## src/rtl/id_stage.sv

```systemverilog
// RV32I decode stage with built-in ID/EX register: decodes OP-IMM, OP, LUI, AUIPC
// and LOAD, forwards operands from EX/MEM and stalls on load-use hazards.
module id_stage #(
    parameter int XLEN       = 32,
    parameter int ADDR_W     = 32,
    parameter int REG_AW     = 5,
    parameter bit FWD_EX_EN  = 1'b1,
    parameter bit FWD_MEM_EN = 1'b1
) (
    input  logic              clk,
    input  logic              rstn,
    input  logic              in_valid_i,
    output logic              in_ready_o,
    input  logic [31:0]       inst_i,
    input  logic [ADDR_W-1:0] instaddr_i,
    output logic [REG_AW-1:0] rs1_addr_o,
    output logic [REG_AW-1:0] rs2_addr_o,
    input  logic [XLEN-1:0]   rs1_data_i,
    input  logic [XLEN-1:0]   rs2_data_i,
    input  logic              ex_wen_i,
    input  logic [REG_AW-1:0] ex_wr_addr_i,
    input  logic [XLEN-1:0]   ex_wr_data_i,
    input  logic              ex_is_load_i,
    input  logic              mem_wen_i,
    input  logic [REG_AW-1:0] mem_wr_addr_i,
    input  logic [XLEN-1:0]   mem_wr_data_i,
    input  logic              flush_i,
    output logic              out_valid_o,
    input  logic              out_ready_i,
    output logic [31:0]       inst_o,
    output logic [ADDR_W-1:0] instaddr_o,
    output logic [XLEN-1:0]   op1_o,
    output logic [XLEN-1:0]   op2_o,
    output logic [3:0]        alu_op_o,
    output logic              regs_wen_o,
    output logic [REG_AW-1:0] rd_addr_o,
    output logic              is_load_o,
    output logic              illegal_o
);

    localparam logic [6:0] OPC_OP_IMM = 7'b0010011;
    localparam logic [6:0] OPC_OP     = 7'b0110011;
    localparam logic [6:0] OPC_LUI    = 7'b0110111;
    localparam logic [6:0] OPC_AUIPC  = 7'b0010111;
    localparam logic [6:0] OPC_LOAD   = 7'b0000011;

    localparam logic [6:0] F7_BASE = 7'b0000000;
    localparam logic [6:0] F7_ALT  = 7'b0100000;

    localparam logic [3:0] ALU_ADD   = 4'd0;
    localparam logic [3:0] ALU_SUB   = 4'd1;
    localparam logic [3:0] ALU_SLL   = 4'd2;
    localparam logic [3:0] ALU_SLT   = 4'd3;
    localparam logic [3:0] ALU_SLTU  = 4'd4;
    localparam logic [3:0] ALU_XOR   = 4'd5;
    localparam logic [3:0] ALU_SRL   = 4'd6;
    localparam logic [3:0] ALU_SRA   = 4'd7;
    localparam logic [3:0] ALU_OR    = 4'd8;
    localparam logic [3:0] ALU_AND   = 4'd9;
    localparam logic [3:0] ALU_PASSB = 4'd10;

    logic [6:0]        opcode;
    logic [2:0]        funct3;
    logic [6:0]        funct7;
    logic [REG_AW-1:0] rd;
    logic [REG_AW-1:0] rs1;
    logic [REG_AW-1:0] rs2;
    logic [XLEN-1:0]   imm_i;
    logic [XLEN-1:0]   imm_u;
    logic [XLEN-1:0]   shamt;
    logic [XLEN-1:0]   pc_ext;

    assign opcode = inst_i[6:0];
    assign funct3 = inst_i[14:12];
    assign funct7 = inst_i[31:25];
    assign rd     = REG_AW'(inst_i[11:7]);
    assign rs1    = REG_AW'(inst_i[19:15]);
    assign rs2    = REG_AW'(inst_i[24:20]);
    assign imm_i  = XLEN'($signed(inst_i[31:20]));
    assign imm_u  = XLEN'($signed({inst_i[31:12], 12'b0}));
    assign shamt  = XLEN'(inst_i[24:20]);
    assign pc_ext = XLEN'(instaddr_i);

    logic            use_rs1;
    logic            use_rs2;
    logic            dec_illegal;
    logic            dec_load;
    logic [3:0]      dec_alu;
    logic [XLEN-1:0] dec_op1;
    logic [XLEN-1:0] dec_op2;

    always_comb begin
        use_rs1     = 1'b0;
        use_rs2     = 1'b0;
        dec_illegal = 1'b0;
        dec_load    = 1'b0;
        dec_alu     = ALU_ADD;
        dec_op1     = '0;
        dec_op2     = '0;
        case (opcode)
            OPC_OP_IMM: begin
                use_rs1 = 1'b1;
                dec_op2 = imm_i;
                case (funct3)
                    3'b000: dec_alu = ALU_ADD;
                    3'b010: dec_alu = ALU_SLT;
                    3'b011: dec_alu = ALU_SLTU;
                    3'b100: dec_alu = ALU_XOR;
                    3'b110: dec_alu = ALU_OR;
                    3'b111: dec_alu = ALU_AND;
                    3'b001: begin
                        dec_op2 = shamt;
                        if (funct7 == F7_BASE) dec_alu = ALU_SLL;
                        else                   dec_illegal = 1'b1;
                    end
                    default: begin
                        dec_op2 = shamt;
                        if (funct7 == F7_BASE)     dec_alu = ALU_SRL;
                        else if (funct7 == F7_ALT) dec_alu = ALU_SRA;
                        else                       dec_illegal = 1'b1;
                    end
                endcase
            end
            OPC_OP: begin
                use_rs1 = 1'b1;
                use_rs2 = 1'b1;
                if (funct7 == F7_BASE) begin
                    case (funct3)
                        3'b000:  dec_alu = ALU_ADD;
                        3'b001:  dec_alu = ALU_SLL;
                        3'b010:  dec_alu = ALU_SLT;
                        3'b011:  dec_alu = ALU_SLTU;
                        3'b100:  dec_alu = ALU_XOR;
                        3'b101:  dec_alu = ALU_SRL;
                        3'b110:  dec_alu = ALU_OR;
                        default: dec_alu = ALU_AND;
                    endcase
                end else if (funct7 == F7_ALT && funct3 == 3'b000) begin
                    dec_alu = ALU_SUB;
                end else if (funct7 == F7_ALT && funct3 == 3'b101) begin
                    dec_alu = ALU_SRA;
                end else begin
                    dec_illegal = 1'b1;
                end
            end
            OPC_LUI: begin
                dec_op2 = imm_u;
                dec_alu = ALU_PASSB;
            end
            OPC_AUIPC: begin
                dec_op1 = pc_ext;
                dec_op2 = imm_u;
            end
            OPC_LOAD: begin
                use_rs1  = 1'b1;
                dec_load = 1'b1;
                dec_op2  = imm_i;
                case (funct3)
                    3'b000, 3'b001, 3'b010, 3'b100, 3'b101: dec_illegal = 1'b0;
                    default:                                dec_illegal = 1'b1;
                endcase
            end
            default: dec_illegal = 1'b1;
        endcase
        // An illegal word travels down as an inert trap carrier: no reads, no operands.
        if (dec_illegal) begin
            use_rs1  = 1'b0;
            use_rs2  = 1'b0;
            dec_load = 1'b0;
            dec_alu  = ALU_ADD;
            dec_op1  = '0;
            dec_op2  = '0;
        end
    end

    assign rs1_addr_o = use_rs1 ? rs1 : '0;
    assign rs2_addr_o = use_rs2 ? rs2 : '0;

    function automatic logic [XLEN-1:0] fwd_sel(
        input logic [REG_AW-1:0] a,
        input logic [XLEN-1:0]   rf,
        input logic              ex_w,
        input logic [REG_AW-1:0] ex_a,
        input logic [XLEN-1:0]   ex_d,
        input logic              mem_w,
        input logic [REG_AW-1:0] mem_a,
        input logic [XLEN-1:0]   mem_d
    );
        if (a == '0)                            return '0;
        if (FWD_EX_EN && ex_w && ex_a == a)     return ex_d;
        if (FWD_MEM_EN && mem_w && mem_a == a)  return mem_d;
        return rf;
    endfunction

    logic [XLEN-1:0] op1_nxt;
    logic [XLEN-1:0] op2_nxt;
    logic            wen_nxt;
    logic            hazard;
    logic            accept;

    assign op1_nxt = use_rs1 ? fwd_sel(rs1, rs1_data_i, ex_wen_i, ex_wr_addr_i, ex_wr_data_i,
                                       mem_wen_i, mem_wr_addr_i, mem_wr_data_i) : dec_op1;
    assign op2_nxt = use_rs2 ? fwd_sel(rs2, rs2_data_i, ex_wen_i, ex_wr_addr_i, ex_wr_data_i,
                                       mem_wen_i, mem_wr_addr_i, mem_wr_data_i) : dec_op2;
    assign wen_nxt = !dec_illegal && (rd != '0);

    // A load in EX has no data yet, so a consumer of its rd must wait one cycle.
    assign hazard = ex_is_load_i && ex_wen_i && (ex_wr_addr_i != '0) &&
                    ((use_rs1 && rs1 == ex_wr_addr_i) || (use_rs2 && rs2 == ex_wr_addr_i));

    // Handshake: a transfer happens on a clock edge where valid && ready; the producer
    // holds its payload stable while valid && !ready, and ready never waits on valid.
    assign in_ready_o = (!out_valid_o || out_ready_i) && !hazard && !flush_i;
    assign accept     = in_valid_i && in_ready_o;

    always_ff @(posedge clk or negedge rstn) begin
        if (!rstn) begin
            out_valid_o <= 1'b0;
            inst_o      <= '0;
            instaddr_o  <= '0;
            op1_o       <= '0;
            op2_o       <= '0;
            alu_op_o    <= '0;
            regs_wen_o  <= 1'b0;
            rd_addr_o   <= '0;
            is_load_o   <= 1'b0;
            illegal_o   <= 1'b0;
        end else if (flush_i) begin
            out_valid_o <= 1'b0;
        end else if (accept) begin
            out_valid_o <= 1'b1;
            inst_o      <= inst_i;
            instaddr_o  <= instaddr_i;
            op1_o       <= op1_nxt;
            op2_o       <= op2_nxt;
            alu_op_o    <= dec_alu;
            regs_wen_o  <= wen_nxt;
            rd_addr_o   <= rd;
            is_load_o   <= dec_load;
            illegal_o   <= dec_illegal;
        end else if (out_ready_i) begin
            out_valid_o <= 1'b0;
        end
    end

endmodule

```

## config.mk

```make
export PLATFORM = sky130hd
export DESIGN_NAME = id_stage
export DESIGN_NICKNAME = d
export VERILOG_FILES = /design/src/rtl/id_stage.sv
export SDC_FILE = /design/constraint.sdc
export NUM_CORES = 1
export LEC_CHECK = 0
export CORE_MARGIN = 2
export CORE_UTILIZATION = 42
export CTS_CLUSTER_DIAMETER = 120
export DETAILED_ROUTE_END_ITERATION = 7
export PLACE_DENSITY = 0.84
export SLEW_MARGIN = 0
export SYNTH_ARGS = -nofsm -noshare
export SYNTH_HDL_FRONTEND = slang
export SYNTH_SLANG_ARGS = --single-unit
```

## constraint.sdc

```tcl
create_clock -name clk -period 2.6 [get_ports clk]
set_input_delay 0.39 -clock clk [delete_from_list [all_inputs] [get_ports clk]]
set_output_delay 0.39 -clock clk [all_outputs]
set_load 0.005 [all_outputs]
```

==> flow_summary.toml, run 1 <==
[run_status]
outcome = "finished, violations left"
violations = "negative setup slack"

[grt]
grt_pass1_vias = 8778
grt_pass1_wl_um = 50100
grt_max_degree = 69
antenna_found_initial = 0
grt-ovfl-total = 0
grtUsageTotal_pct = 33.3

[logic_synthesis]
synth_enable_flop_cells = 0
yosysWarnings = 0
synthCells = 770
synth.most_common_cell = "dfrtp_1"
ys.flop_type = "dfrtp_1"
synthesis.nets = 980
synthesis.area_mm2 = 0.00780
synth_cell_types = 54
yosysSeqAreaShare_pct = 43.6
syn_avg_cell_area_um2 = 10.1
synth_common_cells = "136 x dfrtp_1, 89 x mux2_2, 78 x a21oi_1"
async_flop_share_pct = 100
synth_top_area_share_pct = 43.6
synth_area_leaders = "dfrtp_1 44%, mux2_2 13%, mux2i_1 5.9%"
ys_ff_latch = 136
synth_top_area_cell = "dfrtp_1"

[timing]
fin_crit_ns = 2.62
fin_skew_ns = 0.00821
setup_ws_ns = -0.0249
setup_violations = 24
drv_slew = 0
fmax_mhz = 381
hold_violations = 0
rsz0062_at_grt = "true"
tightest_slew_ns = 0.668
fin_crit_sh_pct = 101
whs_ns = 0.326
slew_headroom_pct = 55.5

[pwr]
internal-power_mw = 4.84
ir_drop_uv = 431
fin_total_pwr_mw = 6.69
switching_share_pct = 27.8
clkPwrFrac_pct = 34.1
power_per_cell_area_mw_per_mm2 = 494
switchingPower_mw = 1.86
p_leak_nw = 5.66
combPwrFrac_pct = 27.9
seq_power_share_pct = 38.0

[worst_setup_path]
startpoint = "ex_wr_addr_i[2]"
cp.required_ns = 2.90
crit_path_frequent_cell = "buf_4"
max_stage_delay_ns = 0.52
path_class = "input pin to flip-flop"
crit_path_end_kind = "flip-flop"
crit_fanout = 7
crit_arrival_ns = 2.92
r2r-start = "out_valid_o"
slowest_stage = "or4_1"
crit_chain = "clkdlybuf4s50_1 > or4_1 > o211ai_1 > buf_4 > nor3_2 > nand4_4 > buf_4 > and2_4 > buf_4 > buf_12 > buf_16 > mux2_2"
cp-start-kind = "input pin"

[cts]
clockBufferDepth = 2
htree_levels = 4
clkTransAtPathRegs_ns = 0.06
numCtsBuffers = 17
clkSinkCount = 136
cts_tree = "done"
cts-root-buf = "clkbuf_16"
worstSkewPairLatency_ns = 0.43

[drt]
drt_iter0_markers = 767
antenna_left = 0
wl_per_cell_um = 24.1
wl_um = 35300
vias = 8594
drt_first_pass_iters = 5
drcViolationCount = 0
via_per_inst = 5.86

[final_layout]
num-fill-cells = 1234
drive_gt1_share_pct = 26.1
multiInputGateArea_mm2 = 0.00412
final_core_utilization_pct = 74.9
diodes = 0
post-route-cell-area_mm2 = 0.0136
area_delta_synth_final_pct = 73.7
nets = 1435
regArea_mm2 = 0.00340

[floorplan]
ios = 362
num_rows = 49
fp.dieArea_mm2 = 0.0197
fp.dieH_um = 140
start_util_pct = 43.1
die_w_um = 140
core_region_area_mm2 = 0.0181

[place]
placedInstanceArea_mm2 = 0.0124
numPortBuffers = 361
place_hpwl_um = 24600
place_congestion = 0.925

[min_path]
hold_start = "inst_i[28]"
hold_path_class = "input pin to flip-flop"

[run]
maxCapViolCount = 0
what timing repair did:
item                                    CTS  global route
endpoints found under the setup margin  131           146
hold buffers                              1             0
setup buffers                             7            19
gates resized for setup                  69            23
cloned                                    2             9
endpoints found under the hold margin    14             0
pin swaps                                12             8
placed cells by master, fill, tap and decap left out, drive strengths merged, types with 3 or more instances in the layout:
| master | Yosys | final |
|---|---|---|
| clkdlybuf4s50 | 0 | 338 |
| buf | 24 | 149 |
| dfrtp | 136 | 136 |
| mux2 | 92 | 92 |
| a21oi | 78 | 78 |
| nand2 | 52 | 52 |
| mux2i | 46 | 46 |
| a31oi | 41 | 41 |
| nor2 | 35 | 35 |
| inv | 26 | 29 |
| clkbuf | 47 | 26 |
| or2 | 18 | 18 |
| o221ai | 18 | 18 |
| xnor2 | 17 | 17 |
| a211o | 17 | 17 |
| a22oi | 17 | 17 |
| o21ai | 9 | 9 |
| nor3 | 9 | 9 |
| and3 | 9 | 9 |
| a211oi | 8 | 8 |
| nand3 | 7 | 7 |
| a221o | 7 | 7 |
| dlygate4sd2 | 0 | 7 |
| and2 | 7 | 7 |
| o31ai | 6 | 6 |
| nand4 | 6 | 6 |
| xor2 | 6 | 6 |
| clkinvlp | 0 | 5 |
| clkinv | 0 | 5 |
| or4 | 4 | 4 |
| dlymetal6s2s | 0 | 3 |
metal layers:
metal / vias up / wire length (um) / track usage (%)
met5: - / 0 / 0
met4: 0 / 1690 / 15.0
met3: 119 / 2970 / 8.03
met2: 563 / 17400 / 57.2
met1: 4173 / 13300 / 39.6
li1: 3739 / - / -
kinds of logic after synthesis:
family / synth area share (%)
AO/OA/AOI/OAI: 18.2
AND/OR/NAND/NOR: 10.6
XOR/XNOR: 2.58
buffers and inverters: 5.65
multiplexers: 19.3
flip-flops: 43.6
power by group through the flow:
| stage | registers, mW | logic, mW | clock network, mW |
|---|---|---|---|
| floorplan | 2.58 | 0.501 | 0 |
| global placement | 2.55 | 1.72 | 0 |
| detailed placement | 2.57 | 1.75 | 0 |
| CTS | 2.54 | 1.77 | 2.30 |
| global route | 2.57 | 1.96 | 2.40 |
| finish | 2.54 | 1.87 | 2.28 |
cell type report:
class | count | area share, %
Clock buffer | 19 | 3.34
Clock inverter | 13 | 0.711
Inverter | 26 | 0.720
Multi-Input combinational cell | 537 | 30.4
Sequential cell | 136 | 25.1
Tap cell | 229 | 2.11
Timing Repair Buffer | 507 | 37.6
final timing paths:
kind,to,slack (ns),cells after the start
worst max-delay path,instaddr_o[24],-0.02,12
worst min-delay path,inst_o[28],0.33,3
worst max register to register,instaddr_o[24],0.50,8
worst min register to register,inst_o[20],0.51,1
max in group asynchronous,op1_o[13],1.30,3
min in group asynchronous,inst_o[27],0.54,2
worst max-delay path: cells and delay by family:
kind	cells	cell delay, ns
muxes	1	0.34
buffers and inverters	6	1.15
and+or+nand+nor	4	0.84
AOI/OAI and AO/OA	1	0.21
stage by stage:
stage	cells	setup TNS (ns)	setup slack [ns]
finish	1467	-0.320	-0.0249
CTS	1440	-0.417	-0.0841
global placement	1400	-64.14	-0.766
detailed placement	1400	-73.24	-0.821
global route	1467	-2.72	-0.0868
floorplan	770	-3.93	-0.135
registers in the layout (all words and copies together), names as in the netlist:
| name | cells |
|---|---|
| illegal_o | 1 |
| out_valid_o | 1 |
| alu_op_o | 4 |
| inst_o | 32 |
| op1_o | 32 |
| op2_o | 32 |
| instaddr_o | 32 |
| is_load_o | 1 |
| regs_wen_o | 1 |
No activity file was read; power rests on OpenSTA's default activity.
==> run 2, diff against run 1 <==
CORE_MARGIN = 8   (was 2)
==> flow_summary.toml, run 2 (synthesized netlist as in run 1, its figures left out) <==
[grt]
grt_use_met1_pct = 33.8
grtUsageTotal_pct = 30.2
grt_max_degree = 62
grt_pass1_vias = 9113
grt_pass1_wl_um = 54400
grt_busiest_layer = "met2"
antenna_found_initial = 2
grt-ovfl-total = 0
met3_usage_pct = 8.03
gr-usage-met2_pct = 51.7

[final_layout]
final_common_cell = "clkdlybuf4s50_1"
regArea_mm2 = 0.00340
post-route-cell-area_mm2 = 0.0133
final_cell_mix = "336 x clkdlybuf4s50_1, 136 x dfrtp_1, 97 x buf_4, 89 x mux2_2, 78 x a21oi_1"
multiInputGateArea_mm2 = 0.00409
nets = 1415
area_delta_synth_final_pct = 70.9
num-fill-cells = 1277
layout.cells.non_filler = 1455
drive_gt1_share_pct = 25.0

[timing]
setup-tns-final_ns = -0.0627
tightest_slew_ns = 0.537
fin_skew_ns = 0.00436
fmax_mhz = 376
setup_violations = 1
drv_slew = 0
hold_violations = 0
fin_crit_ns = 2.66
slew_headroom_pct = 64.2
fin_crit_sh_pct = 102
setup_ws_ns = -0.0627
rsz0062_at_grt = "true"

[worst_setup_path]
reg2reg_to = "alu_op_o[2]"
startpoint = "inst_i[28]"
crit_path_end_kind = "output pin"
r2r-start = "out_valid_o"
crit_end = "rs1_addr_o[3]"
path_class = "input pin to output pin"
reg2reg_slack_ns = 0.57
crit_arrival_ns = 2.27
cp.required_ns = 2.21
cp-start-kind = "input pin"
rr_worst_depth = 7
crit_fanout = 3

[cts]
worstSkewPairLatency_ns = 0.41
cts_tree = "done"
cts-root-buf = "clkbuf_16"
htree_levels = 4
clockBufferDepth = 2
numCtsBuffers = 17
clkTransAtPathRegs_ns = 0.06
clkSinkCount = 136

[drt]
drcViolationCount = 0
wl_um = 36200
antenna_left = 0
wl_per_cell_um = 24.8
drt_iter0_markers = 681
vias = 8444
via_per_inst = 5.80
drt_first_pass_iters = 5

[run]
maxCapViolCount = 0

[floorplan]
core_region_area_mm2 = 0.0185
start_util_pct = 42.3
ios = 362
num_rows = 50
fp.dieArea_mm2 = 0.0232
fp.dieH_um = 152
die_w_um = 152

[place]
numPortBuffers = 361
placedInstanceArea_mm2 = 0.0124
place_congestion = 0.918
place_hpwl_um = 27100
dp.cells = 1400

[pwr]
combPwrFrac_pct = 26.9
power_per_cell_area_mw_per_mm2 = 511
p_leak_nw = 5.52
seq_power_share_pct = 37.2
switchingPower_mw = 1.84
clkPwrFrac_pct = 35.9
ir_drop_uv = 438
switching_share_pct = 27.0
internal-power_mw = 4.98

[run_status]
outcome = "finished, violations left"
violations = "negative setup slack"

[min_path]
hold_start = "inst_i[28]"
hold_path_class = "input pin to flip-flop"
-- run 2: changes by cell type in the layout (fill, tap and decap cells not counted), moves of 2 or more --
cell / previous run / this run
clkbuf_16: 23 / 17
bufinv_16: 0 / 2
buf_12: 15 / 19
bufbuf_16: 0 / 3
buf_6: 15 / 11
buf_4: 110 / 97
clkbuf_2: 1 / 5
clkdlybuf4s50_1: 338 / 336
dlymetal6s2s_1: 3 / 1
buf_16: 4 / 0
diode_2: 0 / 3
-- run 2: cell type report --
cell class / instances / share of cell area [%]
multi-input cells: 537 / 30.7
diodes: 3 / 0.0563
inverters: 26 / 0.732
flip-flops and latches: 136 / 25.5
clock buffers: 18 / 3.29
clock inverters: 14 / 1.11
well taps: 234 / 2.20
repair buffers: 487 / 36.4
-- run 2: repair_timing --
item,CTS,global route
setup endpoints to repair,120,53
endpoints found under the hold margin,50,0
resized for setup,77,9
setup buffers,16,1
hold buffers,1,0
pin swaps,13,8
cloned,3,0
-- run 2: metrics by stage --
| step | hold WS [ns] | total power [mW] | worst slack, ns | utilization (%) |
|---|---|---|---|---|
| 2_1_floorplan | 0.0944 | 3.08 | -0.135 | - |
| 3_3_place_gp | 0.378 | 4.30 | -0.720 | 67.4 |
| 3_5_place_dp | 0.370 | 4.34 | -0.778 | 67.4 |
| 4_1_cts | 0.326 | 6.84 | -0.0648 | 72.2 |
| 5_1_grt | 0.341 | 7.06 | -0.0810 | 72.2 |
| 6_report | 0.342 | 6.82 | -0.0627 | 72.2 |
-- run 2: power by group through the flow --
stage	Clock (mW)	Combinational (mW)	Sequential (mW)
floorplan	0	0.501	2.58
CTS	2.48	1.83	2.54
global route	2.55	1.93	2.57
finish	2.44	1.83	2.54
global placement	0	1.74	2.55
detailed placement	0	1.77	2.57
-- run 2: worst min-delay path by stage --
stage,endpoint,slack (ns),cells after the start
2_1_floorplan,alu_op_o[0],0.09,0
3_3_place_gp,instaddr_o[10],0.38,1
3_5_place_dp,instaddr_o[9],0.37,1
4_1_cts,inst_o[28],0.33,3
5_1_grt,inst_o[26],0.34,3
6_report,inst_o[28],0.34,3
-- run 2: per-layer routing --
| metal | part of all wire [%] | routed length (um) |
|---|---|---|
| met3 | 8.0 | 2890 |
| met1 | 37 | 13400 |
| met4 | 5.0 | 1820 |
| met2 | 50 | 18100 |
| met5 | 0 | 0 |
-- run 2: critical path, stage by stage --
cell      delay [ns]
buf_6           0.09
or4_4           0.56
a2111o_1        0.39
a41oi_4         0.21
and2_4          0.20
buf_6           0.10
buf_6           0.09
and3_4          0.16
buf_6           0.09
